`src/rtl/mult_share_arbiter.sv`:
```
// Round-robin sharing of one fixed-latency parallel FP32 multiplier among NUM_REQ
// requesters; a tag pipeline routes each result back to its owner as a one-cycle pulse.
module mult_share_arbiter #(
    parameter int NUM_REQ  = 4,
    parameter int LANES    = 4,
    parameter int DATA_W   = 32,
    parameter int MULT_LAT = 5,
    localparam int ID_W    = $clog2(NUM_REQ),
    localparam int CNT_W   = $clog2(MULT_LAT + 2)
) (
    input  logic                                      clk,
    input  logic                                      rst,
    input  logic [NUM_REQ-1:0]                        req_valid,
    output logic [NUM_REQ-1:0]                        req_ready,
    input  logic [NUM_REQ-1:0][LANES-1:0][DATA_W-1:0] req_opa,
    input  logic [NUM_REQ-1:0][LANES-1:0][DATA_W-1:0] req_opb,
    output logic [LANES-1:0][DATA_W-1:0]              mult_opa,
    output logic [LANES-1:0][DATA_W-1:0]              mult_opb,
    input  logic [LANES-1:0][DATA_W-1:0]              mult_out,
    output logic [NUM_REQ-1:0]                        rsp_valid,
    output logic [LANES-1:0][DATA_W-1:0]              rsp_data,
    output logic [CNT_W-1:0]                          inflight,
    output logic                                      busy
);

    logic [ID_W-1:0]     rr_ptr;
    logic [NUM_REQ-1:0]  grant;
    logic [ID_W-1:0]     grant_id;
    logic                hs;
    logic [MULT_LAT-1:0] vld_p;
    logic [ID_W-1:0]     id_p [MULT_LAT];
    logic [NUM_REQ-1:0]  rsp_onehot;

    // Modular increment of a requester index, used for both the scan and the pointer update.
    function automatic logic [ID_W-1:0] wrap_add(input logic [ID_W-1:0] p, input int k);
        int s;
        s = int'(p) + k;
        if (s >= NUM_REQ) s = s - NUM_REQ;
        return ID_W'(s);
    endfunction

    always_comb begin
        grant    = '0;
        grant_id = '0;
        if (!rst) begin
            for (int k = 0; k < NUM_REQ; k++) begin
                if (grant == '0 && req_valid[wrap_add(rr_ptr, k)]) begin
                    grant[wrap_add(rr_ptr, k)] = 1'b1;
                    grant_id                   = wrap_add(rr_ptr, k);
                end
            end
        end
    end

    assign hs        = |grant;
    assign req_ready = grant;
    assign mult_opa  = hs ? req_opa[grant_id] : '0;
    assign mult_opb  = hs ? req_opb[grant_id] : '0;
    assign busy      = (inflight != '0);

    always_comb begin
        rsp_onehot = '0;
        if (vld_p[MULT_LAT-1]) rsp_onehot[id_p[MULT_LAT-1]] = 1'b1;
    end

    // Stage p0 captures the issue tag; stage MULT_LAT-1 lines up with mult_out.
    always_ff @(posedge clk) begin
        if (rst) begin
            rr_ptr    <= '0;
            vld_p     <= '0;
            rsp_valid <= '0;
            rsp_data  <= '0;
            inflight  <= '0;
        end else begin
            if (hs) rr_ptr <= wrap_add(grant_id, 1);
            vld_p[0] <= hs;
            for (int k = 1; k < MULT_LAT; k++) vld_p[k] <= vld_p[k-1];
            rsp_valid <= rsp_onehot;
            if (vld_p[MULT_LAT-1]) rsp_data <= mult_out;
            case ({hs, |rsp_valid})
                2'b10:   inflight <= inflight + CNT_W'(1);
                2'b01:   inflight <= inflight - CNT_W'(1);
                default: inflight <= inflight;
            endcase
        end
    end

    // Owner ids need no reset: they are qualified by vld_p.
    always_ff @(posedge clk) begin
        id_p[0] <= grant_id;
        for (int k = 1; k < MULT_LAT; k++) id_p[k] <= id_p[k-1];
    end

endmodule

```
`config.mk`:
```
export PLATFORM = sky130hd
export DESIGN_NAME = mult_share_arbiter
export DESIGN_NICKNAME = d
export VERILOG_FILES = /design/src/rtl/mult_share_arbiter.sv
export SDC_FILE = /design/constraint.sdc
export NUM_CORES = 1
export LEC_CHECK = 0
export ABC_AREA = 1
export ABC_CLOCK_PERIOD_IN_PS = 6610
export BUFFER_PORTS_ARGS = -buffer_cell sky130_fd_sc_hd__buf_4
export CORE_AREA = 5 5 602 604
export CTS_BUF_LIST = sky130_fd_sc_hd__clkbuf_2 sky130_fd_sc_hd__clkbuf_4 sky130_fd_sc_hd__clkbuf_8
export CTS_CLUSTER_DIAMETER = 120
export CTS_CLUSTER_SIZE = 12
export DETAILED_ROUTE_END_ITERATION = 12
export DIE_AREA = 0 0 607 609
export PLACE_DENSITY = 0.3
export SYNTH_ARGS = -nofsm -noshare
export SYNTH_HDL_FRONTEND = slang
export SYNTH_SLANG_ARGS = --single-unit
```
`constraint.sdc`:
```
create_clock -name clk -period 6.61 [get_ports clk]
set_input_delay 0.661 -clock clk [delete_from_list [all_inputs] [get_ports clk]]
set_output_delay 0.661 -clock clk [all_outputs]
set_load 0.01 [all_outputs]
```
==> metrics.cfg, run 1 <==
[global_route]
grt_overflow = 0
track_usage_pct = 17.0
grt_pass1_wl_mm = 405
antenna_found_initial = 280
grt_max_degree = 140
grt_pass1_vias = 33400

[cells_and_area]
drive_above_1_share_pct = 32.8
multiInputGateArea_sq_um = 11400
layout_commonest_cell = buf_4
fillers = 42600
regArea_sq_um = 3050
nets = 6327
mostFrequentLayoutCells = 1598 x buf_4, 1055 x inv_1, 552 x nand2_1, 527 x nand3_1, 512 x nand4_1
syn_to_final_growth_pct = 86.5

[setup_path]
crit_required_ns = 5.95
cp_cell_sequence = inv_1, ha_1, o31ai_1, nand3_1, nand3_2, nor2_2, nand3_2, nand2_2, nor2_4, nand2_2, nand2_1, nand3_4, clkinv_8, buf_12, nand3_1, a21oi_4, buf_4
crit_slowest_cell = o31ai_1
worst-path-buf-inv = 4
crit_family = simple AND/OR/NAND/NOR gates
critPathMaxFanout = 49
startpoint_type = register
endpoint_kind = output pin
reg2regPathDepth = 20
cp_num_cells = 17
critPathKind = register to output pin
cpPeakStageDelay_ns = 0.57
arrival_ns = 5.58

[synth]
yosys.area_share.simple_pct = 45.5
synth-warning-count = 0
ys_types = 30
synth_xor_area_share_pct = 0
synth_top_family_by_area = simple AND/OR/NAND/NOR gates
ys_top_cells_by_area = inv_1 20%, nand4_1 16%, dfxtp_1 15%, nand3_1 13%, nand2_1 10%
synth_top_cell_area_share_pct = 19.7
yosys.area.top_type = inv_1
netlist_area_sq_um = 20200
syn_nets = 5032
avgSynthCellArea_sq_um = 5.22
synth-compound-area-share_pct = 9.96
ys_seq_elements = 152
syn_inst = 3864
ys_seq_area_share_pct = 15.1
synthMuxAreaShare_pct = 0
yosys.area_share.adder_pct = 0.657

[timing]
drv_slew = 0
fmax_mhz = 160
fin_setup_tns_ns = 0
layout_setup_ws_ns = 0.368
final-hold-violation-count = 0
post-route-min-period_ns = 6.24
clock_skew_ns = 0.0544
rsz0062_at_grt = false
slew_headroom_pct = 41.4
finalCritPeriodShare_pct = 94.4
finalSetupViolCount = 0
tightest_slew_ns = 0.878

[clock_tree]
tritoncts = yes
clock-sinks = 152
clk_path_buf_depth = 2
cts_buffers = 17
root_buffer = clkbuf_8
cts.reportedPaths.clkPinSlew_ns = 0.16
post_cts_buffers = 0
htreeDepth = 4
ctsHoldBuffers = 0
worstSkewPairLatency_ns = 0.61

[power]
power_density_nw_per_um2 = 679
p_seq_share_pct = 4.2
internal_power_mw = 8.44
irDropWorstVdd_mv = 0.612
pwr-share-comb_pct = 92.6
clkPwrFrac_pct = 3.3
leakage_nw = 20.0
power.switching_mw = 17.1
p_sw_share_pct = 67.0

[status]
outcome = completed

[die]
core_area_sq_um = 357000
fp.dieW_um = 607
initial_utilization_pct = 5.65
fp.dieH_um = 609
pin_count = 1554
die_area_sq_um = 370000
rows = 220

[drt]
post_drt_wl_per_cell_um = 33.1
ant_nets = 0
drt_pass1_iterations = 6
drtIter0Drc = 2911
drt-vias-per-instance = 3.38
drt_wl_total_mm = 331
vias = 33800
drc_errors = 0

[placement]
dp_hpwl_mm = 293
place_ws_ns = 0.189
place.gp.congestion = 0.965
port-buffer-count = 1553

[min_path]
hold_class = input port to register
holdPathStages = 3

[job]
drv_cap = 0

[flip-flops by register name (all words and copies together) (netlist names)]
name / cells
rr_ptr: 2
vld_p: 5
id_p: 10
rsp_valid: 4
inflight: 3
rsp_data: 128
[final timing paths]
| path | startpoint | end | slack [ns] |
|---|---|---|---|
| setup / recovery | rr_ptr[1] | mult_opa[86] | 0.37 |
| hold reg to reg | id_p[0][6] | id_p[0][8] | 0.31 |
| setup reg to reg | rr_ptr[1] | inflight[2] | 1.43 |
| hold / removal | mult_out[118] | rsp_data[118] | 0.27 |
[final cells by class]
class,instances,share of cell area [%]
multi-input cells,2299,30.3
repair buffers,1630,33.6
diodes,72,0.479
clock inverters,14,0.429
inverters,1059,10.6
flip-flops and latches,152,8.10
clock buffers,18,0.658
well taps,4773,15.9
[cells by family (layout without fill, tap and decap cells)]
family | count (synthesis) | after routing
AND/OR/NAND/NOR | 1889 | 1889
flip-flops | 152 | 152
adder cells (fa/ha/maj) | 10 | 10
AO/OA/AOI/OAI | 400 | 400
buffers and inverters | 1413 | 2721
other | 0 | 72
[repair_timing]
| action | CTS | global route |
|---|---|---|
| hold endpoints to repair | 0 | 0 |
| setup endpoints to repair | 6 | 1 |
| resized for setup | 13 | 1 |
[per-layer routing]
layer | up-vias | wire (um) | global-route usage, % | share of wire [%]
li1 | 14900 | - | - | -
met1 | 16500 | 123000 | 18.5 | 37
met2 | 1690 | 168000 | 30.6 | 51
met3 | 495 | 30100 | 6.71 | 9.1
met4 | 158 | 8990 | 3.78 | 2.7
met5 | - | 1050 | 0 | 0.32
[worst reg2reg max path: stages (launching register included)]
cell	delay, ns
dfxtp_1	0.50
inv_1	0.25
ha_1	0.34
o31ai_1	0.57
nand3_1	0.23
nand3_2	0.15
nor2_2	0.07
nand3_2	0.07
nand2_2	0.09
nor2_4	0.22
nand3_1	0.10
nand3_1	0.17
nand2_1	0.14
nor2_4	0.32
buf_4	0.47
ha_1	0.26
inv_1	0.07
fa_1	0.38
o21ai_0	0.29
o21ai_0	0.15
a21oi_1	0.21
[synth_stat cells, drive strengths merged]
cell,n
inv,1059
nand2,559
nand3,537
nand4,512
nor2,276
a21oi,263
clkbuf,189
buf,165
dfxtp,152
o21ai,135
ha,9
nor3,4
a31oi,1
fa,1
o31ai,1
or4,1
[metrics by stage]
step	power (mW)	std cells	hold slack [ns]	area (sq um)	util, %
after floorplan	11.8	3864	0.310	20200	-
after global placement	25.5	9913	0.316	37000	10.4
after detailed placement	25.3	9913	0.312	37000	10.4
after CTS	26.3	9945	0.165	37400	10.5
after global routing	27.1	9967	0.219	37500	10.5
final	25.5	10000	0.271	37600	10.5
[power by group through the flow]
stage | clock network, mW | registers [mW] | logic (mW)
floorplan | 0 | 1.07 | 10.8
global placement | 0 | 1.08 | 24.4
detailed placement | 0 | 1.08 | 24.2
CTS | 0.896 | 1.06 | 24.4
global route | 0.912 | 1.07 | 25.1
finish | 0.836 | 1.06 | 23.6
Note: power is estimated with default switching activity, not from simulation.
==> run 2: changes to the inputs <==
--- a/config.mk
+++ b/config.mk
@@ -9,7 +9,7 @@
 export ABC_CLOCK_PERIOD_IN_PS = 6610
 export BUFFER_PORTS_ARGS = -buffer_cell sky130_fd_sc_hd__buf_4
 export CORE_AREA = 5 5 602 604
-export CTS_BUF_LIST = sky130_fd_sc_hd__clkbuf_2 sky130_fd_sc_hd__clkbuf_4 sky130_fd_sc_hd__clkbuf_8
+export CTS_BUF_LIST = sky130_fd_sc_hd__clkbuf_16
 export CTS_CLUSTER_DIAMETER = 120
 export CTS_CLUSTER_SIZE = 12
 export DETAILED_ROUTE_END_ITERATION = 12
==> metrics.cfg, run 2 (synthesized netlist as in run 1, its figures left out) <==
[status]
outcome = completed

[power]
leakage_nw = 20.1  ; +0.40%
irDropWorstVdd_mv = 0.597  ; -2.5%
power_density_nw_per_um2 = 681  ; +0.30%

[die]
fp.dieH_um = 609  ; unchanged
rows = 220  ; unchanged
pin_count = 1554  ; unchanged
die_area_sq_um = 370000  ; unchanged
fp.dieW_um = 607  ; unchanged
core_area_sq_um = 357000  ; unchanged
initial_utilization_pct = 5.65  ; unchanged

[setup_path]
endpoint_kind = output pin
critPathMaxFanout = 33  ; -33%
rr_endpoint = inflight[2]
reg2regPathDepth = 20  ; unchanged
critPathKind = register to output pin
crit_required_ns = 5.95  ; about the same
startpoint_type = register
timing.rr.start = rr_ptr[0]
arrival_ns = 5.59  ; about the same
r2r_slack_ns = 1.34  ; -0.09 ns

[cells_and_area]
layout_commonest_cell = buf_4
reg_top3 = rsp_data x128, id_p x10, vld_p x5
nets = 6327  ; unchanged
syn_to_final_growth_pct = 87.3
mostFrequentLayoutCells = 1598 x buf_4, 1055 x inv_1, 552 x nand2_1, 527 x nand3_1, 512 x nand4_1
largest_register_ffs = 128  ; unchanged
regMostFlops = rsp_data
final_core_util_pct = 10.6  ; +0.042 points
drive_above_1_share_pct = 32.8  ; -0.058 points
design_area_sq_um = 37800  ; +0.40%

[timing]
fmax_mhz = 160  ; about the same
tightest_slew_ns = 0.886  ; +0.00801 ns
drv_slew = 0  ; unchanged
finalCritPeriodShare_pct = 94.5  ; about the same
final-hold-violation-count = 0  ; unchanged
rsz0062_at_grt = false
clock_skew_ns = 0.0361  ; -0.0183 ns
layout_setup_ws_ns = 0.362  ; -0.00617 ns
finalSetupViolCount = 0  ; unchanged
slew_headroom_pct = 40.9  ; -0.53 points
hold_ws_ns = 0.313  ; +0.0423 ns
post-route-min-period_ns = 6.25  ; +0.00617 ns
fin_setup_tns_ns = 0  ; unchanged

[global_route]
grt_overflow = 0  ; unchanged
grt_max_degree = 140  ; unchanged
grt_pass1_vias = 33400  ; +0.0090%
antenna_found_initial = 281  ; +0.36%
grt_pass1_wl_mm = 405  ; about the same
track_usage_pct = 17.0  ; unchanged

[drt]
vias = 33900  ; +0.33%
post_drt_wl_per_cell_um = 33.1  ; about the same
drt_pass1_iterations = 6  ; unchanged
drc_errors = 0  ; unchanged
drtIter0Drc = 2945  ; +1.2%
drt_wl_total_mm = 331  ; about the same
drt-vias-per-instance = 3.39  ; +0.37%
ant_nets = 0  ; unchanged

[min_path]
holdPathStages = 0  ; -3
hold_end = id_p[0][8]
hold_class = register to register
hp-start = id_p[0][6]

[clock_tree]
cts_buffers = 17  ; unchanged
worstSkewPairLatency_ns = 0.52  ; -0.09 ns
cts.reportedPaths.clkPinSlew_ns = 0.10  ; -0.06 ns
clk_path_buf_depth = 2  ; unchanged
tritoncts = yes
clock-sinks = 152  ; unchanged
htreeDepth = 4  ; unchanged
post_cts_buffers = 0  ; unchanged
root_buffer = clkbuf_16

[job]
drv_cap = 0  ; unchanged

[placement]
port-buffer-count = 1553  ; unchanged
post_dp_cell_area_sq_um = 37000  ; unchanged
place_ws_ns = 0.189  ; unchanged
dp_hpwl_mm = 293  ; unchanged
place.gp.congestion = 0.965  ; unchanged

-- run 2: changes by cell type in the layout (fill, tap and decap cells not counted) --
cell,change
clkbuf_8,-18
clkbuf_16,+17
diode_2,-4
a21oi_4,-2
a21oi_1,+1
a21oi_2,+1
clkinv_1,+1
dfxtp_1,+1
dfxtp_2,-1
-- run 2: worst max path at each step --
stage | from | to | slack [ns]
global placement | rr_ptr[0] | mult_opa[86] | 0.06
finish | rr_ptr[0] | mult_opa[86] | 0.36
global route | rr_ptr[0] | mult_opa[123] | 0.09
floorplan | rr_ptr[0] | inflight[2] | 2.86
CTS | rr_ptr[0] | mult_opa[123] | 0.0009
detailed placement | rr_ptr[0] | mult_opa[86] | 0.19
-- run 2: critical path, stage by stage (launching register included) --
cell     delay (ns)
dfxtp_1        0.70
inv_4          0.15
ha_1           0.31
o31ai_1        0.59
nand3_1        0.23
nand3_2        0.15
nor2_2         0.07
nand3_2        0.07
nand2_2        0.09
nor2_4         0.22
nand3_4        0.39
buf_12         0.34
buf_4          0.32
nand4_1        0.15
nand3_1        0.43
a21oi_4        0.52
buf_4          0.22
-- run 2: metal layers --
layer | global-route usage (%) | up-vias | wire length [um]
li1 | - | 14900 | -
met1 | 18.5 | 16600 | 123000
met2 | 30.7 | 1745 | 167000
met3 | 6.73 | 501 | 30300
met4 | 3.68 | 158 | 9430
met5 | 0 | - | 1060
-- run 2: layout make-up --
cell class | instances | area, sq um
fill | 42600 | 319000
timing repair buffer | 1630 | 12600
multi-input combinational | 2299 | 11400
tap | 4773 | 5970
inverter | 1059 | 4000
sequential | 152 | 3050
clock buffer | 17 | 425
antenna | 68 | 170
clock inverter | 15 | 165
-- run 2: repair_timing --
item,CTS,global route
endpoints found under the setup margin,5,2
hold buffers,0,0
resized for setup,8,2
-- run 2: through the flow --
stage | power, mW | instances
CTS | 26.5 | 9945
floorplan | 11.8 | 3864
finish | 25.7 | 10000
detailed placement | 25.3 | 9913
global placement | 25.5 | 9913
global route | 27.3 | 9967
-- run 2: where the power goes --
group | switching [mW] | leakage [nW] | internal (mW) | total [mW]
Clock | 0.539 | 0.288 | 0.535 | 1.07
Sequential | 0.0654 | 1.23 | 0.996 | 1.06
Combinational | 16.5 | 18.6 | 7.10 | 23.6
Total | 17.1 | 20.1 | 8.63 | 25.7
==> run 3: changes to the inputs <==
--- a/config.mk
+++ b/config.mk
@@ -6,7 +6,7 @@
 export NUM_CORES = 1
 export LEC_CHECK = 0
 export ABC_AREA = 1
-export ABC_CLOCK_PERIOD_IN_PS = 6610
+export ABC_CLOCK_PERIOD_IN_PS = 7740
 export BUFFER_PORTS_ARGS = -buffer_cell sky130_fd_sc_hd__buf_4
 export CORE_AREA = 5 5 602 604
 export CTS_BUF_LIST = sky130_fd_sc_hd__clkbuf_16
==> constraint.sdc (replaced) <==
create_clock -name clk -period 7.74 [get_ports clk]
set_input_delay 0.774 -clock clk [delete_from_list [all_inputs] [get_ports clk]]
set_output_delay 0.774 -clock clk [all_outputs]
set_load 0.01 [all_outputs]
==> metrics.cfg, run 3 (synthesized netlist as in run 1, its figures left out) <==
[cells_and_area]
fillers = 42600  ; -0.066%
layout_commonest_cell = buf_4
syn_to_final_growth_pct = 85.0
drive_above_1_share_pct = 32.3  ; -0.42 points
regMostFlops = rsp_data
mostFrequentLayoutCells = 1591 x buf_4, 1057 x inv_1, 552 x nand2_1, 527 x nand3_1, 512 x nand4_1
final_core_util_pct = 10.5  ; -0.13 points
design_area_sq_um = 37300  ; -1.2%
largest_register_ffs = 128  ; unchanged
reg_top3 = rsp_data x128, id_p x10, vld_p x5
stdcell_count = 9980  ; -0.33%
nets = 6304  ; -0.36%

[die]
fp.dieW_um = 607  ; unchanged
initial_utilization_pct = 5.65  ; unchanged
core_area_sq_um = 357000  ; unchanged
rows = 220  ; unchanged
die_area_sq_um = 370000  ; unchanged
pin_count = 1554  ; unchanged
fp.dieH_um = 609  ; unchanged

[clock_tree]
htreeDepth = 4  ; unchanged
post_cts_buffers = 0  ; unchanged
ctsHoldBuffers = 0  ; unchanged
worstSkewPairLatency_ns = 0.53  ; about the same
clock-sinks = 152  ; unchanged
tritoncts = yes
clk_path_buf_depth = 2  ; unchanged
cts_buffers = 17  ; unchanged
cts.reportedPaths.clkPinSlew_ns = 0.13  ; +0.03 ns
root_buffer = clkbuf_16
cts_resized = 0  ; -8

[global_route]
antenna_found_initial = 266  ; -5.3%
track_usage_pct = 16.7  ; -0.30 points
grt_overflow = 0  ; unchanged
grt_pass1_wl_mm = 399  ; -1.5%
grt_max_degree = 179  ; +28%
grt_pass1_vias = 32800  ; -1.6%

[setup_path]
critPathMaxFanout = 169  ; +410%
startpoint = rr_ptr[0]
timing.rr.start = rr_ptr[0]
endpoint_kind = output pin
arrival_ns = 5.92  ; +0.33 ns
crit_required_ns = 6.97  ; +1.02 ns
critPathKind = register to output pin
startpoint_type = register

[timing]
hold_ws_ns = 0.321  ; +0.00734 ns
slew_headroom_pct = 18.0  ; -23 points
post-route-min-period_ns = 6.69
finalSetupViolCount = 0  ; unchanged
clock_skew_ns = 0.0675  ; +0.0314 ns
fin_setup_tns_ns = 0  ; unchanged
tightest_slew_ns = 1.23  ; +0.344 ns
drv_slew = 0  ; unchanged
rsz0062_at_grt = false
final-hold-violation-count = 0  ; unchanged
fmax_mhz = 149
finalCritPeriodShare_pct = 86.4

[min_path]
hold_class = register to register
hp-start = id_p[0][3]

[drt]
ant_nets = 0  ; unchanged
drc_errors = 0  ; unchanged
drtIter0Drc = 2805  ; -4.8%
drt_pass1_iterations = 5  ; -1
vias = 33300  ; -1.7%
post_drt_wl_per_cell_um = 32.5  ; -1.6%
drt-vias-per-instance = 3.34  ; -1.4%
drt_wl_total_mm = 325  ; -1.9%

[power]
irDropWorstVdd_mv = 0.767  ; +28%
power_density_nw_per_um2 = 576  ; -15%
leakage_nw = 19.9  ; -1.0%

[status]
outcome = completed

[job]
drv_cap = 0  ; unchanged

[placement]
port-buffer-count = 1553  ; unchanged
place.gp.congestion = 0.997  ; +3.3%
dp_hpwl_mm = 286  ; -2.6%
dp_cells = 9890  ; -0.23%
post_dp_cell_area_sq_um = 36600  ; -0.97%

-- run 3: cell count changes in the layout (fill, tap and decap cells not counted), sizes merged --
cell,delta
buf,-23
clkinv,-7
clkinvlp,+3
diode,-10
inv,+4
-- run 3: layout make-up --
cell class | count | area, sq um | share of cell area [%]
inverters | 1059 | 4000 | 10.7
clock inverters | 15 | 143 | 0.382
multi-input cells | 2299 | 11300 | 30.4
flip-flops and latches | 152 | 3050 | 8.16
well taps | 4773 | 5970 | 16.0
clock buffers | 17 | 425 | 1.14
repair buffers | 1607 | 12300 | 32.9
diodes | 58 | 145 | 0.389
-- run 3: report_power, final --
part	internal [mW]	total, mW	switching [mW]
clock	0.452	0.930	0.478
combinational	5.74	19.7	13.9
sequential	0.851	0.900	0.0494
total	7.05	21.5	14.4
-- run 3: critical path, stage by stage, from the launching register on --
cell and delay, ns:
dfxtp_1 0.71, inv_4 0.17, ha_1 0.31, o31ai_1 0.62
nand3_1 0.17, nand2_1 0.19, nor2_2 0.10, nand3_2 0.09
nand2_2 0.08, nor2_4 0.23, nand3_4 0.32, nand3_4 0.32
buf_12 0.48, buf_4 0.54, nand2_1 0.12, nand3_1 0.27
a21oi_1 0.14, buf_4 0.17
-- run 3: worst paths after layout --
check / end / slack, ns / cells after the start
setup reg to reg: inflight[2] / 2.23 / 21
hold reg to reg: id_p[0][5] / 0.32 / 0
hold / removal: id_p[0][5] / 0.32 / 0
setup / recovery: mult_opa[114] / 1.05 / 17
-- run 3: per-layer routing --
metal | track usage (%) | routed length, um | vias to the layer above | part of all wire [%]
li1 | - | - | 14900 | -
met4 | 1.89 | 4560 | 116 | 1.4
met2 | 30.9 | 169000 | 1608 | 52
met1 | 18.9 | 124000 | 16400 | 38
met5 | 0 | 759 | - | 0.23
met3 | 5.53 | 27100 | 398 | 8.3
-- run 3: per-stage QoR --
step           power [mW]  worst slack [ns]
2_1_floorplan        10.1              3.93
6_report             21.5              1.05
3_3_place_gp         21.4              1.53
4_1_cts              22.2             0.947
5_1_grt              22.8             0.576
3_5_place_dp         21.2              1.57
